File: src/rtl/text_color_mapper_pipe_if.sv
// text_color_mapper_pipe_if
//   Bundles the pixel-path, palette-write, cursor and RGB output signals of
//   text_color_mapper_pipe. Clock and reset remain plain ports on the module.
//   master : pixel source / CPU side (drives coordinates, attributes, glyph,
//            palette writes, cursor; receives RGB)
//   slave  : the colour mapper itself
interface text_color_mapper_pipe_if #(
  parameter int COLOR_BITS = 4,
  parameter int PAL_DEPTH  = 16,
  parameter int FONT_W     = 8
);
  localparam int IDX_W = $clog2(PAL_DEPTH);

  logic [9:0]              DrawX;
  logic [9:0]              DrawY;
  logic                    pix_valid;
  logic                    frame_start;
  logic [FONT_W-1:0]       font_data;
  logic [IDX_W-1:0]        fg_idx;
  logic [IDX_W-1:0]        bg_idx;
  logic                    inverse;
  logic                    blink;
  logic                    pal_we;
  logic [IDX_W-1:0]        pal_waddr;
  logic [3*COLOR_BITS-1:0] pal_wdata;
  logic                    cursor_en;
  logic [6:0]              cursor_col;
  logic [4:0]              cursor_row;
  logic [COLOR_BITS-1:0]   Red;
  logic [COLOR_BITS-1:0]   Green;
  logic [COLOR_BITS-1:0]   Blue;
  logic                    rgb_valid;

  modport master (
    output DrawX, DrawY, pix_valid, frame_start, font_data, fg_idx, bg_idx,
           inverse, blink, pal_we, pal_waddr, pal_wdata, cursor_en,
           cursor_col, cursor_row,
    input  Red, Green, Blue, rgb_valid
  );

  modport slave (
    input  DrawX, DrawY, pix_valid, frame_start, font_data, fg_idx, bg_idx,
           inverse, blink, pal_we, pal_waddr, pal_wdata, cursor_en,
           cursor_col, cursor_row,
    output Red, Green, Blue, rgb_valid
  );
endinterface

File: src/rtl/text_color_mapper_pipe.sv
// text_color_mapper_pipe
//   Text-mode pixel colour stage between the font ROM / char RAM fetch and the
//   video encoder. Attributes and coordinates are delayed FONT_LAT cycles to
//   line up with font_data, one glyph bit is picked, inverse / blink / cursor
//   are applied, and the resulting palette entry is registered onto RGB.
//   Latency DrawX -> RGB is FONT_LAT+1 cycles.
// Ports:
//   Clk, Reset  pixel clock, async active-high reset
//   bus (slave) DrawX/DrawY/pix_valid/attributes in, font_data in,
//               palette write port, cursor controls, Red/Green/Blue/rgb_valid out
// Build option:
//   CURSOR_BLINK_EN  when defined the cursor also blinks with blink_phase.
module text_color_mapper_pipe #(
  parameter int COLOR_BITS   = 4,
  parameter int PAL_DEPTH    = 16,
  parameter int FONT_W       = 8,
  parameter int FONT_H       = 16,
  parameter int FONT_LAT     = 2,
  parameter int BLINK_FRAMES = 30
) (
  input logic                     Clk,
  input logic                     Reset,
  text_color_mapper_pipe_if.slave bus
);
  localparam int IDX_W = $clog2(PAL_DEPTH);
  localparam int XB    = $clog2(FONT_W);
  localparam int YB    = $clog2(FONT_H);
  localparam int BW    = (BLINK_FRAMES > 1) ? $clog2(BLINK_FRAMES) : 1;
  localparam int RGB_W = 3*COLOR_BITS;

  typedef struct packed {
    logic [9:0]       x;
    logic [9:0]       y;
    logic [IDX_W-1:0] fg;
    logic [IDX_W-1:0] bg;
    logic             inv;
    logic             blk;
  } attr_t;

  // ---------------- Stage A: align attributes with font_data ----------------
  attr_t             attr_in;
  attr_t             attr_pipe [1:FONT_LAT];
  logic [FONT_LAT:1] vld_pipe;

  assign attr_in = '{x: bus.DrawX, y: bus.DrawY, fg: bus.fg_idx, bg: bus.bg_idx,
                     inv: bus.inverse, blk: bus.blink};

  always_ff @(posedge Clk or posedge Reset) begin
    if (Reset) begin
      vld_pipe <= '0;
      for (int i = 1; i <= FONT_LAT; i++) attr_pipe[i] <= '0;
    end else begin
      vld_pipe[1]  <= bus.pix_valid;
      attr_pipe[1] <= attr_in;
      for (int i = 2; i <= FONT_LAT; i++) begin
        vld_pipe[i]  <= vld_pipe[i-1];
        attr_pipe[i] <= attr_pipe[i-1];
      end
    end
  end

  // ---------------- Blink timebase ----------------
  logic [BW-1:0] blink_cnt;
  logic          blink_phase;

  always_ff @(posedge Clk or posedge Reset) begin
    if (Reset) begin
      blink_cnt   <= '0;
      blink_phase <= 1'b0;
    end else if (bus.frame_start) begin
      if (blink_cnt == BW'(BLINK_FRAMES-1)) begin
        blink_cnt   <= '0;
        blink_phase <= ~blink_phase;
      end else begin
        blink_cnt <= blink_cnt + BW'(1);
      end
    end
  end

  // ---------------- Stage B: pixel select on aligned data ----------------
  attr_t            a;
  logic             vld_a;
  logic [XB-1:0]    bit_sel;
  logic             font_bit;
  logic             cursor_hit;
  logic             on;
  logic [IDX_W-1:0] sel;

  assign a       = attr_pipe[FONT_LAT];
  assign vld_a   = vld_pipe[FONT_LAT];
  // FONT_W is a power of two, so FONT_W-1-x equals the bitwise complement.
  assign bit_sel  = ~a.x[XB-1:0];
  assign font_bit = bus.font_data[bit_sel];

  // Underline cursor on the bottom two scanlines of the selected cell. Columns
  // and rows are compared zero-extended, so off-screen positions never match.
  always_comb begin
    cursor_hit = bus.cursor_en
              && (10'(a.x >> XB) == 10'(bus.cursor_col))
              && (10'(a.y >> YB) == 10'(bus.cursor_row))
              && (a.y[YB-1:0] >= YB'(FONT_H-2));
`ifdef CURSOR_BLINK_EN
    cursor_hit = cursor_hit && !blink_phase;
`endif
  end

  // Blink-off hides the glyph only; the cursor is XORed on afterwards.
  assign on  = ((a.blk && blink_phase) ? 1'b0 : (font_bit ^ a.inv)) ^ cursor_hit;
  assign sel = on ? a.fg : a.bg;

  // ---------------- Palette ----------------
  logic [RGB_W-1:0] pal [PAL_DEPTH];

  // Read in stage C samples pal before this edge's write lands, giving
  // old-data-on-collision behaviour without any bypass logic.
  always_ff @(posedge Clk or posedge Reset) begin
    if (Reset) begin
      for (int i = 0; i < PAL_DEPTH; i++)
        pal[i] <= (i == PAL_DEPTH-1) ? {RGB_W{1'b1}} : {RGB_W{1'b0}};
    end else if (bus.pal_we) begin
      pal[bus.pal_waddr] <= bus.pal_wdata;
    end
  end

  // ---------------- Stage C: registered RGB ----------------
  always_ff @(posedge Clk or posedge Reset) begin
    if (Reset) begin
      bus.rgb_valid                   <= 1'b0;
      {bus.Red, bus.Green, bus.Blue}  <= '0;
    end else begin
      bus.rgb_valid                   <= vld_a;
      {bus.Red, bus.Green, bus.Blue}  <= vld_a ? pal[sel] : {RGB_W{1'b0}};
    end
  end
endmodule

File: src/flat_wrapper.sv
// flat-port wrapper written by rule: the top's interface ports become plain ports
module text_color_mapper_pipe_flat 
#(
  parameter int COLOR_BITS   = 4,
  parameter int PAL_DEPTH    = 16,
  parameter int FONT_W       = 8,
  parameter int FONT_H       = 16,
  parameter int FONT_LAT     = 2,
  parameter int BLINK_FRAMES = 30
)
  (Clk, Reset, bus_DrawX, bus_DrawY, bus_pix_valid, bus_frame_start, bus_font_data, bus_fg_idx, bus_bg_idx, bus_inverse, bus_blink, bus_pal_we, bus_pal_waddr, bus_pal_wdata, bus_cursor_en, bus_cursor_col, bus_cursor_row, bus_Red, bus_Green, bus_Blue, bus_rgb_valid);
  text_color_mapper_pipe_if #(.COLOR_BITS(COLOR_BITS), .PAL_DEPTH(PAL_DEPTH), .FONT_W(FONT_W)) bus_i ();
  input logic Clk;
  input logic Reset;
  input wire logic [$bits(bus_i.DrawX)-1:0] bus_DrawX;
  input wire logic [$bits(bus_i.DrawY)-1:0] bus_DrawY;
  input wire logic [$bits(bus_i.pix_valid)-1:0] bus_pix_valid;
  input wire logic [$bits(bus_i.frame_start)-1:0] bus_frame_start;
  input wire logic [$bits(bus_i.font_data)-1:0] bus_font_data;
  input wire logic [$bits(bus_i.fg_idx)-1:0] bus_fg_idx;
  input wire logic [$bits(bus_i.bg_idx)-1:0] bus_bg_idx;
  input wire logic [$bits(bus_i.inverse)-1:0] bus_inverse;
  input wire logic [$bits(bus_i.blink)-1:0] bus_blink;
  input wire logic [$bits(bus_i.pal_we)-1:0] bus_pal_we;
  input wire logic [$bits(bus_i.pal_waddr)-1:0] bus_pal_waddr;
  input wire logic [$bits(bus_i.pal_wdata)-1:0] bus_pal_wdata;
  input wire logic [$bits(bus_i.cursor_en)-1:0] bus_cursor_en;
  input wire logic [$bits(bus_i.cursor_col)-1:0] bus_cursor_col;
  input wire logic [$bits(bus_i.cursor_row)-1:0] bus_cursor_row;
  output wire logic [$bits(bus_i.Red)-1:0] bus_Red;
  output wire logic [$bits(bus_i.Green)-1:0] bus_Green;
  output wire logic [$bits(bus_i.Blue)-1:0] bus_Blue;
  output wire logic [$bits(bus_i.rgb_valid)-1:0] bus_rgb_valid;
  assign bus_i.DrawX = bus_DrawX;
  assign bus_i.DrawY = bus_DrawY;
  assign bus_i.pix_valid = bus_pix_valid;
  assign bus_i.frame_start = bus_frame_start;
  assign bus_i.font_data = bus_font_data;
  assign bus_i.fg_idx = bus_fg_idx;
  assign bus_i.bg_idx = bus_bg_idx;
  assign bus_i.inverse = bus_inverse;
  assign bus_i.blink = bus_blink;
  assign bus_i.pal_we = bus_pal_we;
  assign bus_i.pal_waddr = bus_pal_waddr;
  assign bus_i.pal_wdata = bus_pal_wdata;
  assign bus_i.cursor_en = bus_cursor_en;
  assign bus_i.cursor_col = bus_cursor_col;
  assign bus_i.cursor_row = bus_cursor_row;
  assign bus_Red = bus_i.Red;
  assign bus_Green = bus_i.Green;
  assign bus_Blue = bus_i.Blue;
  assign bus_rgb_valid = bus_i.rgb_valid;
  text_color_mapper_pipe #(.COLOR_BITS(COLOR_BITS), .PAL_DEPTH(PAL_DEPTH), .FONT_W(FONT_W), .FONT_H(FONT_H), .FONT_LAT(FONT_LAT), .BLINK_FRAMES(BLINK_FRAMES)) u_core (.Clk(Clk), .Reset(Reset), .bus(bus_i));
endmodule
File: config.mk
export PLATFORM = sky130hd
export DESIGN_NAME = text_color_mapper_pipe_flat
export DESIGN_NICKNAME = d
export VERILOG_FILES = /design/src/rtl/text_color_mapper_pipe_if.sv /design/src/rtl/text_color_mapper_pipe.sv /design/src/flat_wrapper.sv
export SDC_FILE = /design/constraint.sdc
export NUM_CORES = 1
export LEC_CHECK = 0
export BUFFER_PORTS_ARGS = -buffer_cell sky130_fd_sc_hd__buf_2
export CAP_MARGIN = 20
export CORE_MARGIN = 2
export CORE_UTILIZATION = 45
export DETAILED_ROUTE_END_ITERATION = 8
export GPL_TIMING_DRIVEN = 0
export SKIP_CTS_REPAIR_TIMING = 1
export SLEW_MARGIN = 20
export SYNTH_ARGS = -nofsm -noshare
export SYNTH_HDL_FRONTEND = slang
export SYNTH_SLANG_ARGS = --single-unit
File: constraint.sdc
create_clock -name Clk -period 13.1 [get_ports Clk]
set_input_delay 2.62 -clock Clk [delete_from_list [all_inputs] [get_ports Clk]]
set_output_delay 2.62 -clock Clk [all_outputs]
set_load 0.02 [all_outputs]
==> impl_metrics.sql, run 1 <==
INSERT INTO impl_metrics (metric_group, metric, value, unit) VALUES
('status', 'result_of_the_run', 'finished with violations', ''),
('status', 'failed_checks', 'design-rule violations', ''),
('worst_setup_path', 'length_in_cells_of_the_worst_reg_to_reg_path', '8', ''),
('power_and_ir_drop', 'p_leak', '6.192', 'nW'),
('clock_tree', 'cts_made_buffers', '30', ''),
('synthesis', 'synthArstFlopShare', '100.0', '%'),
('timing', 'holdWs', '0.3429', 'ns'),
('timing', 'endpoints_failing_setup', '0', ''),
('global_route', 'initial_antenna_violation_count', '2', ''),
('timing', 'max_slew.worst_pin.slew', '0.9638', 'ns'),
('timing', 'final_period_util', '44.43', '%'),
('min_path', 'hold_path.class', 'flip-flop to flip-flop', ''),
('die', 'die_x', '168.3', 'microns'),
('synthesis', 'syn-cell-area', '12150', 'sq um'),
('synthesis', 'ys_seq_area_share', '55.94', '%'),
('finish', 'drive_gt1_share', '33.02', '%'),
('power_and_ir_drop', 'power_density', '177.5', 'nW/um^2'),
('synthesis', 'edff_count_synth', '0', ''),
('finish', 'layout.filler_cells', '2312', ''),
('synthesis', 'leading_post_synthesis_cells_by_cell_area', 'sky130_fd_sc_hd__dfrtp_1 53%, sky130_fd_sc_hd__mux2_2 17%, sky130_fd_sc_hd__mux2i_1 6.0%, sky130_fd_sc_hd__a211oi_1 2.9%, sky130_fd_sc_hd__dfstp_2 2.6%', ''),
('synthesis', 'yosys.area_share.xor_xnor', '1.143', '%'),
('min_path', 'hold_start', 'u_core.attr_pipe[55]$_DFF_PP0_', ''),
('global_route', 'grt-ovfl-total', '0', ''),
('placement', 'gp_congestion', '0.8376', ''),
('die', 'design.die.area', '28330', 'sq um'),
('routing', 'vias_per_cell', '5.789', ''),
('routing', 'overall_via_count_from_detail_route', '8238', ''),
('timing', 'post-route-min-period', '5.820', 'ns'),
('global_route', 'grt_pass1_vias', '8401', ''),
('power_and_ir_drop', 'design_power_total', '2.510', 'mW'),
('synthesis', 'post_synth.cell_area_avg', '12.91', 'sq um'),
('worst_setup_path', 'cp_slowest_cell', 'sky130_fd_sc_hd__mux2i_2', ''),
('synthesis', 'synth-compound-area-share', '8.424', '%'),
('clock_tree', 'clockBufferDepth', '3', ''),
('die', 'coreArea', '26730', 'sq um'),
('worst_setup_path', 'worst_setup_path_end_kind', 'flip-flop', ''),
('power_and_ir_drop', 'total_switching_power', '0.6895', 'mW'),
('placement', 'dp_hpwl', '21770', 'microns'),
('clock_tree', 'clkSlewWorstSetupHoldPaths', '0.06', 'ns'),
('timing', 'rsz0062_at_grt', 'false', ''),
('synthesis', 'synth_top_area_share', '53.35', '%'),
('timing', 'finalHoldViolCount', '0', ''),
('finish', 'p_r_area_growth_vs_syn', '16.42', '%'),
('routing', 'routedWlPerCell', '22.04', 'microns'),
('worst_setup_path', 'timing.critical_path.slowest_cell_delay', '0.73', 'ns'),
('synthesis', 'yosysWarningCount', '0', ''),
('synthesis', 'synthSimpleGateAreaFrac', '6.056', '%'),
('worst_setup_path', 'reg2reg_to', 'u_core.bus.Blue[2]$_DFF_PP0_', ''),
('synthesis', 'synthCells', '941', ''),
('min_path', 'hold_end', 'u_core.a[25]$_DFF_PP0_', ''),
('placement', 'placement.io_buffers', '82', ''),
('clock_tree', 'cts_tree', 'built', ''),
('clock_tree', 'cts_num_sinks', '271', ''),
('power_and_ir_drop', 'clock_power_share', '36.5', '%'),
('die', 'initial_core_util', '45.46', '%'),
('placement', 'dp.cells', '1366', ''),
('clock_tree', 'cts.htree.levels', '1', ''),
('run', 'maxCapViolations', '0', ''),
('die', 'placementRows', '60', ''),
('synthesis', 'syn_nets', '1015', ''),
('synthesis', 'synth_mux_area_share', '24.01', '%'),
('min_path', 'hold-path-cell-count', '0', ''),
('worst_setup_path', 'crit_type', 'input pin to flip-flop', ''),
('routing', 'remaining_drc_errors', '5', ''),
('power_and_ir_drop', 'vdd_ir_max', '0.09368', 'mV'),
('worst_setup_path', 'crit_start', 'bus_font_data[4]', ''),
('worst_setup_path', 'rrSetupSlack', '9.02', 'ns'),
('synthesis', 'yosys_register_bits', '271', ''),
('global_route', 'grt_first_pass_wirelength', '49180', 'microns'),
('worst_setup_path', 'worstPathMaxFanout', '10', ''),
('timing', 'slew_headroom', '35.75', '%');
[logic make-up after synthesis]
group           count (synthesis)
compound gates                138
mux                           264
xor+xnor                       15
flops                         271
simple gates                  127
fa+ha+maj                       2
buf+inv                       124
[flip-flops by register name (all words and copies together), names as in the netlist]
register              count
u_core.pal              192
u_core.a                 29
u_core.attr_pipe         29
u_core.blink_cnt          5
u_core.bus.Blue           4
u_core.bus.Green          4
u_core.bus.Red            4
u_core.vld_pipe           2
u_core.blink_phase        1
u_core.bus.rgb_valid      1
[per-layer routing]
layer	track usage (%)	up-vias	part of all wire [%]
met5	0	-	0
met2	36.57	213	47
met4	7.084	0	2.7
li1	-	3725	-
met1	31.36	4253	44
met3	3.785	47	5.7
[per-stage QoR]
| stage | util [%] | worst slack [ns] | instance area, sq um | setup TNS (ns) |
|---|---|---|---|---|
| after detailed placement | 48.82 | 6.739 | 13050 | 0 |
| after global placement | 48.59 | -0.1011 | 12990 | -18.79 |
| after global routing | 52.92 | 7.123 | 14140 | 0 |
| after floorplan | - | 3.033 | 12150 | 0 |
| after CTS | 52.91 | 7.318 | 14140 | 0 |
| final | 52.92 | 7.280 | 14140 | 0 |
[placed cells by master (no fill, tap or decap), types with 3 or more instances in the layout]
cell type and count:
sky130_fd_sc_hd__clkinv_2 6, sky130_fd_sc_hd__nand2b_1 7, sky130_fd_sc_hd__o21bai_1 3, sky130_fd_sc_hd__nor3_1 6, sky130_fd_sc_hd__o22ai_1 13, sky130_fd_sc_hd__inv_1 50, sky130_fd_sc_hd__o21ai_0 16, sky130_fd_sc_hd__a32oi_1 3
sky130_fd_sc_hd__o2111a_1 8, sky130_fd_sc_hd__xnor2_1 14, sky130_fd_sc_hd__bufinv_16 6, sky130_fd_sc_hd__clkbuf_8 5, sky130_fd_sc_hd__o41ai_1 3, sky130_fd_sc_hd__buf_2 90, sky130_fd_sc_hd__nand4_1 6, sky130_fd_sc_hd__a221oi_1 22
sky130_fd_sc_hd__dfrtp_1 259, sky130_fd_sc_hd__buf_1 3, sky130_fd_sc_hd__o21ai_1 13, sky130_fd_sc_hd__nor2_1 11, sky130_fd_sc_hd__buf_4 6, sky130_fd_sc_hd__clkbuf_1 60, sky130_fd_sc_hd__nand2_1 25, sky130_fd_sc_hd__clkbuf_16 31
sky130_fd_sc_hd__mux2i_1 73, sky130_fd_sc_hd__a211oi_1 47, sky130_fd_sc_hd__and4_1 4, sky130_fd_sc_hd__mux2_2 187, sky130_fd_sc_hd__nand3_1 3, sky130_fd_sc_hd__or3_1 3, sky130_fd_sc_hd__dfstp_2 12, sky130_fd_sc_hd__nor4_1 47
[layout make-up]
class | instances | area, sq um | share of cell area [%]
sequential | 271 | 6797 | 48.05
multi-input combinational | 546 | 4840 | 34.22
clock buffer | 42 | 867.1 | 6.131
timing repair buffer | 84 | 465.4 | 3.291
tap | 341 | 426.7 | 3.017
buffer | 73 | 321.6 | 2.274
clock inverter | 14 | 225.2 | 1.592
inverter | 51 | 198.9 | 1.407
antenna | 1 | 2.502 | 0.01769
[worst max-delay path, delay by kind of cell]
family	cells	cell delay, ns
muxes	5	2.48
xor gates and xnor gates	1	0.46
buffers and inverters	2	0.45
AOI/OAI and AO/OA	1	0.28
[how the worst max path moves through the flow]
| stage | to |
|---|---|
| floorplan | u_core.a[0]$_DFF_PP0_ |
| global placement | u_core.pal[27]$_DFFE_PP0P_ |
| detailed placement | u_core.bus.Blue[3]$_DFF_PP0_ |
| CTS | u_core.bus.Blue[2]$_DFF_PP0_ |
| global route | u_core.bus.Blue[3]$_DFF_PP0_ |
| finish | u_core.bus.Blue[2]$_DFF_PP0_ |
[synthesized netlist by cell type (all sizes together) (2+ instances only)]
library cell,instances
ha,2
nand2b,7
dfstp,12
a221oi,22
dfrtp,259
nor4,49
inv,51
nand4,6
o2111a,8
o22ai,13
nand2,25
nand4b,2
mux2,187
clkbuf,54
mux2i,75
nor3,6
and4,4
or3,3
nor2b,2
o21ai,29
o21bai,3
xnor2,14
o2bb2ai,2
nand3,3
o41ai,3
and3,2
a32oi,3
a211oi,48
mux4,2
nor2,11
buf,19
[power groups by stage]
stage / Sequential [mW] / Combinational, mW / Clock (mW)
2_1_floorplan: 1.10 / 0.350 / 0
3_3_place_gp: 1.11 / 0.483 / 0
3_5_place_dp: 1.11 / 0.494 / 0
4_1_cts: 1.10 / 0.496 / 0.932
5_1_grt: 1.12 / 0.542 / 0.969
6_report: 1.10 / 0.497 / 0.915
Power figures use the tool's default switching activity.
==> inputs of run 2 (changes only) <==
--- a/config.mk
+++ b/config.mk
@@ -5,6 +5,7 @@
 export SDC_FILE = /design/constraint.sdc
 export NUM_CORES = 1
 export LEC_CHECK = 0
+export ABC_AREA = 1
 export BUFFER_PORTS_ARGS = -buffer_cell sky130_fd_sc_hd__buf_2
 export CAP_MARGIN = 20
 export CORE_MARGIN = 2
==> constraint.sdc (replaced) <==
create_clock -name Clk -period 5.38 [get_ports Clk]
set_input_delay 1.076 -clock Clk [delete_from_list [all_inputs] [get_ports Clk]]
set_output_delay 1.076 -clock Clk [all_outputs]
set_load 0.02 [all_outputs]
==> run 2 against run 1 <==
  * The flow now finishes without violations
  * Core utilization rose by 1.1 points
  * Clock power rose by 130%
  * Sequential cell count did not move
  * Clock skew fell by 0.0091 ns
  * Power rose by 150%
  * Die area fell by 4.0%
  * Via count rose by 22%
  * Non-clock buffer count rose by 19
  * Routed wire length rose by 14%
  * Worst setup slack got worse by 5.1 ns
  * Clock-buffer cell count rose by 4
  * Synthesized area fell by 4.1%
  * Critical endpoint is now u_core.bus.Green[0]$_DFF_PP0_
  * Largest cell class unchanged
==> impl_metrics.sql, run 2 <==
INSERT INTO impl_metrics (metric_group, metric, value, unit) VALUES
('worst_setup_path', 'timing.critical_path.buf_inv', '4', ''),
('worst_setup_path', 'worstPathCellList', 'buf_2, inv_1, nand2_1, o21ai_1, nor2_1, nand2_1, nor3_2, nand2_4, nand2_4, nand2_1, nand2_2, buf_4, buf_2, nand3_1, nand3_1, nand2_1, nor2_1, nor2_1', ''),
('finish', 'seqCellArea', '6797', 'sq um'),
('synthesis', 'ys_seq_area_share', '58.35', '%'),
('min_path', 'hold_start', 'u_core.attr_pipe[55]$_DFF_PP0_', ''),
('worst_setup_path', 'worstPathMaxFanout', '10', ''),
('finish', 'layout.filler_cells', '2393', ''),
('clock_tree', 'clk-insertion-delay-late', '0.55', 'ns'),
('finish', 'regMostFlops', 'u_core.pal', ''),
('synthesis', 'syn_nets', '1438', ''),
('power_and_ir_drop', 'design_power_total', '6.168', 'mW'),
('clock_tree', 'cts-root-buf', 'sky130_fd_sc_hd__clkbuf_16', ''),
('power_and_ir_drop', 'power_density', '450.5', 'nW/um^2'),
('placement', 'postPlaceCellArea', '12660', 'sq um'),
('finish', 'fin_cells', '1842', ''),
('synthesis', 'edff_count_synth', '0', ''),
('timing', 'slew_headroom', '41.58', '%'),
('placement', 'gp_congestion', '0.9717', ''),
('synthesis', 'synth.largest_area_cell', 'sky130_fd_sc_hd__dfrtp_1', ''),
('worst_setup_path', 'crit_type', 'input pin to flip-flop', ''),
('placement', 'placement.io_buffers', '82', ''),
('synthesis', 'synthArstFlopShare', '100.0', '%'),
('timing', 'endpoints_failing_setup', '0', ''),
('worst_setup_path', 'rrSetupSlack', '2.43', 'ns'),
('run', 'maxCapViolations', '0', ''),
('synthesis', 'synthCells', '1364', ''),
('die', 'pin_count', '85', ''),
('synthesis', 'yosysWarningCount', '0', ''),
('global_route', 'gr-usage-all-layers', '27.16', '%'),
('timing', 'holdWs', '0.3448', 'ns'),
('worst_setup_path', 'reg2reg_to', 'u_core.bus.Green[0]$_DFF_PP0_', ''),
('worst_setup_path', 'setup.worst_path.start_class', 'input pin', ''),
('routing', 'route.antenna.remaining_nets', '0', ''),
('global_route', 'grt_first_pass_wirelength', '55570', 'microns'),
('die', 'design.die.area', '27190', 'sq um'),
('worst_setup_path', 'worst_setup_path_end_kind', 'flip-flop', ''),
('worst_setup_path', 'timing.rr.start', 'u_core.a[15]$_DFF_PP0_', ''),
('placement', 'dp.cells', '1785', ''),
('finish', 'drive_gt1_share', '13.30', '%'),
('timing', 'clock-skew-final', '0.007446', 'ns'),
('timing', 'post-route-min-period', '3.219', 'ns'),
('finish', 'multi_input_area', '4180', 'sq um'),
('clock_tree', 'cts.htree.levels', '1', ''),
('routing', 'vias_per_cell', '5.442', ''),
('timing', 'maxClockFrequency', '0.3106', 'GHz'),
('clock_tree', 'clkSlewWorstSetupHoldPaths', '0.06', 'ns'),
('routing', 'firstDrtPassIters', '6', ''),
('worst_setup_path', 'critical_path.most_common_cell', 'sky130_fd_sc_hd__nand2_1', ''),
('synthesis', 'leading_post_synthesis_cells_by_cell_area', 'sky130_fd_sc_hd__dfrtp_1 56%, sky130_fd_sc_hd__nand2_1 13%, sky130_fd_sc_hd__nand3_1 8.5%, sky130_fd_sc_hd__o21ai_0 6.5%, sky130_fd_sc_hd__nor2_1 3.6%', ''),
('finish', 'final_cell_mix', '392 x sky130_fd_sc_hd__nand2_1, 259 x sky130_fd_sc_hd__dfrtp_1, 197 x sky130_fd_sc_hd__nand3_1', ''),
('clock_tree', 'clockBufferDepth', '3', ''),
('finish', 'largest_reg_flops', '192', ''),
('worst_setup_path', 'cp_slowest_cell', 'sky130_fd_sc_hd__nor3_2', ''),
('status', 'result_of_the_run', 'completed', ''),
('synthesis', 'synth_most_common_cell', 'sky130_fd_sc_hd__nand2_1', ''),
('timing', 'final_period_util', '59.84', '%'),
('die', 'die-height', '164.9', 'microns'),
('worst_setup_path', 'cp.required', '5.81', 'ns'),
('worst_setup_path', 'length_in_cells_of_the_worst_reg_to_reg_path', '17', ''),
('die', 'initial_core_util', '45.99', '%'),
('worst_setup_path', 'timing.critical_path.slowest_cell_delay', '0.33', 'ns'),
('synthesis', 'synth_top_flop_cell', 'sky130_fd_sc_hd__dfrtp_1', ''),
('routing', 'remaining_drc_errors', '0', ''),
('synthesis', 'synth_top_area_share', '55.65', '%'),
('finish', 'final_nets', '1561', ''),
('finish', 'finalInstanceArea', '13690', 'sq um'),
('global_route', 'initial_antenna_violation_count', '2', ''),
('finish', 'p_r_area_growth_vs_syn', '17.54', '%'),
('timing', 'rsz0062_at_grt', 'false', ''),
('routing', 'routedWlPerCell', '19.34', 'microns'),
('synthesis', 'ys_top_cells_by_count', '392 x sky130_fd_sc_hd__nand2_1, 259 x sky130_fd_sc_hd__dfrtp_1, 197 x sky130_fd_sc_hd__nand3_1', ''),
('global_route', 'grt_pass1_vias', '9675', ''),
('synthesis', 'syn-cell-area', '11650', 'sq um'),
('power_and_ir_drop', 'p_leak', '6.650', 'nW'),
('finish', 'layout.cells.most_common', 'sky130_fd_sc_hd__nand2_1', ''),
('timing', 'finalHoldViolCount', '0', ''),
('routing', 'drc_violation_total_after_the_first_tritonroute_iteration', '1203', ''),
('routing', 'routed_wl', '35620', 'microns'),
('worst_setup_path', 'critical_path_data_arrival_time', '3.65', 'ns'),
('routing', 'overall_via_count_from_detail_route', '10024', ''),
('clock_tree', 'cts_num_sinks', '271', ''),
('timing', 'final-max-slew-violation-count', '0', ''),
('timing', 'max_slew.worst_pin.slew', '0.8762', 'ns'),
('global_route', 'grt_max_degree', '34', ''),
('clock_tree', 'cts_made_buffers', '30', ''),
('clock_tree', 'cts_tree', 'built', ''),
('worst_setup_path', 'crit_family', 'simple AND/OR/NAND/NOR gates', ''),
('synthesis', 'ys_types', '27', ''),
('die', 'coreArea', '25330', 'sq um'),
('die', 'die_x', '164.9', 'microns'),
('min_path', 'hold_end', 'u_core.a[25]$_DFF_PP0_', ''),
('placement', 'dp_hpwl', '25330', 'microns'),
('worst_setup_path', 'cp.depth', '18', ''),
('synthesis', 'yosys_register_bits', '271', ''),
('min_path', 'hold_path.class', 'flip-flop to flip-flop', ''),
('global_route', 'grt-ovfl-total', '0', ''),
('power_and_ir_drop', 'vdd_ir_max', '0.2425', 'mV'),
('die', 'placementRows', '58', ''),
('min_path', 'hold-path-cell-count', '0', ''),
('synthesis', 'post_synth.cell_area_avg', '8.539', 'sq um');
[run 2: changes by cell type after synthesis, moves of 54 or more]
cell                      delta
sky130_fd_sc_hd__nor2_1    +102
sky130_fd_sc_hd__mux2i_1    -73
sky130_fd_sc_hd__nand2_1   +367
sky130_fd_sc_hd__o21ai_0   +136
sky130_fd_sc_hd__mux2_2    -187
sky130_fd_sc_hd__nand3_1   +194
sky130_fd_sc_hd__a21oi_1    +54
[run 2: logic make-up after synthesis]
logic type	count (synthesis)	synth area share, %
compound gates	214	9.260
xor+xnor	2	0.1504
fa+ha+maj	2	0.2148
buf+inv	153	5.758
flops	271	58.35
simple gates	722	26.26
[run 2: area by class of cell]
type,count,share of cell area (%)
Buffer,85,3.034
Tap cell,330,3.016
Clock inverter,10,1.124
Timing Repair Buffer,91,4.369
Inverter,68,1.892
Antenna cell,1,0.01828
Clock buffer,46,6.370
Multi-Input combinational cell,940,30.53
Sequential cell,271,49.64
[run 2: how the worst max path moves through the flow]
stage,start,to,slack (ns)
finish,bus_cursor_col[0],u_core.bus.Green[0]$_DFF_PP0_,2.16
global route,bus_cursor_col[0],u_core.bus.Blue[1]$_DFF_PP0_,2.01
CTS,bus_cursor_col[0],u_core.bus.Red[3]$_DFF_PP0_,2.26
detailed placement,bus_cursor_col[0],u_core.bus.Red[3]$_DFF_PP0_,1.67
global placement,Reset,u_core.pal[123]$_DFFE_PP0P_,-0.97
floorplan,Reset,u_core.a[0]$_DFF_PP0_,0.73
[run 2: layer usage]
| metal | wire length, microns | GRT usage (%) | vias up |
|---|---|---|---|
| met4 | 1207 | 8.854 | 2 |
| li1 | - | - | 4673 |
| met2 | 15850 | 41.42 | 384 |
| met3 | 2316 | 2.913 | 72 |
| met5 | 16 | 0 | - |
| met1 | 16230 | 40.75 | 4893 |
[run 2: stage by stage]
stage	setup slack [ns]	setup TNS [ns]	utilization [%]
final	2.161	0	54.06
after global routing	2.012	0	54.05
after CTS	2.259	0	54.05
after detailed placement	1.673	0	50.00
after global placement	-0.9691	-244.38	49.25
after floorplan	0.7324	0	-
[run 2: power breakdown]
part | switching [mW] | internal, mW
Sequential | 0.210 | 2.43
Combinational | 0.921 | 0.477
Clock | 0.829 | 1.30
Total | 1.96 | 4.21
[run 2: worst register-to-register path: cells and delay by family, from the launching register on]
family,cells,cell delay [ns]
buffers and inverters,3,0.64
DFF,1,0.35
and+or+nand+nor,14,1.83
==> inputs of run 3 (changes only) <==
--- a/config.mk
+++ b/config.mk
@@ -5,7 +5,7 @@
 export SDC_FILE = /design/constraint.sdc
 export NUM_CORES = 1
 export LEC_CHECK = 0
-export ABC_AREA = 1
+export ABC_AREA = 0
 export BUFFER_PORTS_ARGS = -buffer_cell sky130_fd_sc_hd__buf_2
 export CAP_MARGIN = 20
 export CORE_MARGIN = 2
==> constraint.sdc (replaced) <==
create_clock -name Clk -period 3 [get_ports Clk]
set_input_delay 0.6 -clock Clk [delete_from_list [all_inputs] [get_ports Clk]]
set_output_delay 0.6 -clock Clk [all_outputs]
set_load 0.02 [all_outputs]
==> run 3 against run 2 <==
  * The run now ends with negative setup slack left
  * First-iteration DRC count decreased by 53%
  * Clock skew rose by 0.00074 ns
  * Hold slack worse by 0.23 ns
  * Via count decreased by 18%
==> impl_metrics.sql, run 3 (synthesized netlist as in run 1, its figures left out) <==
INSERT INTO impl_metrics (metric_group, metric, value, unit) VALUES
('worst_setup_path', 'worstPathMaxFanout', '10', ''),
('timing', 'clock-skew-final', '0.008186', 'ns'),
('global_route', 'grt_pass1_vias', '8467', ''),
('placement', 'postPlaceCellArea', '13520', 'sq um'),
('timing', 'holdWs', '0.1118', 'ns'),
('routing', 'drc_violation_total_after_the_first_tritonroute_iteration', '563', ''),
('worst_setup_path', 'timing.critical_path.buf_inv', '3', ''),
('worst_setup_path', 'crit_path_end', 'u_core.bus.Green[1]$_DFF_PP0_', ''),
('worst_setup_path', 'worstPathCellList', 'mux4_2, mux2i_4, mux2i_4, buf_12, and3b_1, or3_4, buf_12, buf_12, mux2i_1, a221oi_2, o2111a_1', ''),
('global_route', 'grt_max_degree', '34', ''),
('clock_tree', 'cts_made_buffers', '29', ''),
('worst_setup_path', 'critical_path_data_arrival_time', '3.74', 'ns'),
('die', 'coreArea', '26730', 'sq um'),
('worst_setup_path', 'cp.required', '3.47', 'ns'),
('routing', 'remaining_drc_errors', '0', ''),
('die', 'die-height', '168.3', 'microns'),
('finish', 'largest_reg_flops', '192', ''),
('worst_setup_path', 'critical_path.most_common_cell', 'sky130_fd_sc_hd__buf_12', ''),
('worst_setup_path', 'crit_start', 'u_core.a[20]$_DFF_PP0_', ''),
('finish', 'final_nets', '1151', ''),
('power_and_ir_drop', 'power_density', '726.5', 'nW/um^2'),
('clock_tree', 'clockBufferDepth', '3', ''),
('power_and_ir_drop', 'p_leak', '6.487', 'nW'),
('worst_setup_path', 'timing.critical_path.slowest_cell_delay', '0.54', 'ns'),
('clock_tree', 'cts-root-buf', 'sky130_fd_sc_hd__clkbuf_16', ''),
('worst_setup_path', 'worst_setup_path_end_kind', 'flip-flop', ''),
('timing', 'rsz0062_at_grt', 'true', ''),
('global_route', 'grt-ovfl-total', '0', ''),
('timing', 'post-route-min-period', '3.261', 'ns'),
('clock_tree', 'cts_num_sinks', '271', ''),
('routing', 'firstDrtPassIters', '5', ''),
('timing', 'max_slew.worst_pin.slew', '1.017', 'ns'),
('routing', 'vias_per_cell', '5.689', ''),
('worst_setup_path', 'rrSetupSlack', '-0.26', 'ns'),
('routing', 'overall_via_count_from_detail_route', '8181', ''),
('timing', 'endpoints_failing_setup', '12', ''),
('power_and_ir_drop', 'share_seq_of_total_power', '44.3', '%'),
('timing', 'finalHoldViolCount', '0', ''),
('power_and_ir_drop', 'vdd_ir_max', '0.4192', 'mV'),
('finish', 'drive_gt1_share', '42.48', '%'),
('clock_tree', 'cts_tree', 'built', ''),
('worst_setup_path', 'crit_family', 'multiplexers', ''),
('global_route', 'grt_first_pass_wirelength', '49090', 'microns'),
('finish', 'antenna_cells_inserted', '0', ''),
('timing', 'maxClockFrequency', '0.3067', 'GHz'),
('global_route', 'gr-usage-all-layers', '22.44', '%'),
('timing', 'layout_setup_ws', '-0.2608', 'ns'),
('status', 'failed_checks', 'negative setup slack', ''),
('die', 'initial_core_util', '45.46', '%'),
('power_and_ir_drop', 'clock_power_share', '31.9', '%'),
('routing', 'routedWlPerCell', '21.78', 'microns'),
('timing', 'final-max-slew-violation-count', '0', ''),
('clock_tree', 'clk-insertion-delay-late', '0.54', 'ns'),
('timing', 'setup_total_negative_slack', '-2.720', 'ns'),
('finish', 'finalInstanceArea', '14970', 'sq um'),
('clock_tree', 'cts.htree.levels', '1', ''),
('die', 'pin_count', '85', ''),
('placement', 'dp_hpwl', '22090', 'microns'),
('run', 'maxCapViolations', '0', ''),
('worst_setup_path', 'crit_type', 'flip-flop to flip-flop', ''),
('finish', 'final_cell_mix', '259 x sky130_fd_sc_hd__dfrtp_1, 185 x sky130_fd_sc_hd__mux2_2, 87 x sky130_fd_sc_hd__buf_2', ''),
('finish', 'p_r_area_growth_vs_syn', '23.19', '%'),
('worst_setup_path', 'reg2reg_to', 'u_core.bus.Green[1]$_DFF_PP0_', ''),
('worst_setup_path', 'length_in_cells_of_the_worst_reg_to_reg_path', '11', ''),
('global_route', 'initial_antenna_violation_count', '0', ''),
('power_and_ir_drop', 'power.internal', '7.763', 'mW'),
('die', 'design.die.area', '28330', 'sq um'),
('die', 'die_x', '168.3', 'microns'),
('placement', 'placement.io_buffers', '82', ''),
('worst_setup_path', 'cp_slowest_cell', 'sky130_fd_sc_hd__mux4_2', ''),
('finish', 'regMostFlops', 'u_core.pal', ''),
('die', 'placementRows', '60', ''),
('placement', 'gp_congestion', '0.8644', ''),
('clock_tree', 'clkSlewWorstSetupHoldPaths', '0.06', 'ns'),
('worst_setup_path', 'timing.rr.start', 'u_core.a[20]$_DFF_PP0_', ''),
('worst_setup_path', 'setup.worst_path.start_class', 'flip-flop', ''),
('power_and_ir_drop', 'switching_share', '28.61', '%'),
('routing', 'routed_wl', '31320', 'microns'),
('power_and_ir_drop', 'pwr-share-comb', '23.8', '%'),
('status', 'result_of_the_run', 'finished with violations', ''),
('routing', 'route.antenna.remaining_nets', '0', ''),
('timing', 'final_period_util', '108.7', '%'),
('worst_setup_path', 'cp.depth', '11', ''),
('timing', 'slew_headroom', '32.17', '%'),
('power_and_ir_drop', 'total_switching_power', '3.111', 'mW'),
('min_path', 'hold_path.class', 'input pin to async pin', ''),
('finish', 'layout.cells.most_common', 'sky130_fd_sc_hd__dfrtp_1', '');
run 3: worst min-delay path by stage:
stage                     depth (start not counted)                             end  slack [ns]                      startpoint
final                                             2  u_core.attr_pipe[45]$_DFF_PP0_        0.11                           Reset
after global placement                            0          u_core.a[19]$_DFF_PP0_        0.33  u_core.attr_pipe[49]$_DFF_PP0_
after global routing                              1  u_core.attr_pipe[42]$_DFF_PP0_        0.13                    bus_DrawY[2]
after CTS                                         2          u_core.a[17]$_DFF_PP0_        0.10                           Reset
after detailed placement                          0          u_core.a[16]$_DFF_PP0_        0.33  u_core.attr_pipe[46]$_DFF_PP0_
after floorplan                                   0           u_core.a[0]$_DFF_PP0_        0.33  u_core.attr_pipe[30]$_DFF_PP0_
run 3: stage by stage:
stage          utilization [%]  setup WS, ns  power [mW]  cells
5_1_grt                  56.00       -0.3610       11.40   1438
2_1_floorplan                -        -1.172       6.492    941
3_5_place_dp             50.57        -1.243       7.186   1374
6_report                 56.00       -0.2608       10.87   1438
3_3_place_gp             49.74        -2.856       7.086   1364
4_1_cts                  54.09       -0.9012       10.70   1425
run 3: power groups by stage:
stage               registers (mW)  clock network [mW]  logic [mW]
floorplan                     4.82                   0        1.67
global placement              4.85                   0        2.24
detailed placement            4.87                   0        2.32
CTS                           4.81                3.56        2.32
global route                  4.91                3.69        2.80
finish                        4.82                3.47        2.59
run 3: worst reg2reg max path: stages, from the launching register on:
cell	delay (ns)
sky130_fd_sc_hd__dfrtp_1	0.40
sky130_fd_sc_hd__mux4_2	0.55
sky130_fd_sc_hd__mux2i_4	0.19
sky130_fd_sc_hd__mux2i_4	0.27
sky130_fd_sc_hd__buf_12	0.16
sky130_fd_sc_hd__and3b_1	0.20
sky130_fd_sc_hd__or3_4	0.35
sky130_fd_sc_hd__buf_12	0.16
sky130_fd_sc_hd__buf_12	0.16
sky130_fd_sc_hd__mux2i_1	0.14
sky130_fd_sc_hd__a221oi_2	0.37
sky130_fd_sc_hd__o2111a_1	0.26
run 3: layout make-up:
type                    instances  area, sq um
plain buffers                  73        467.9
clock buffers                  47        913.4
multi-input cells             546         5360
clock inverters                 4        26.28
inverters                      51        195.2
flip-flops and latches        271         6797
fillers                      2230        11760
well taps                     341        426.7
repair buffers                105        780.7
run 3: per-layer routing:
layer  vias up  GRT usage (%)  share of wire [%]
li1       3757              -                  -
met1      4198          31.99                 46
met2       182          36.86                 47
met3        44          3.362                4.5
met4         0          4.385                1.8
met5         -              0                  0
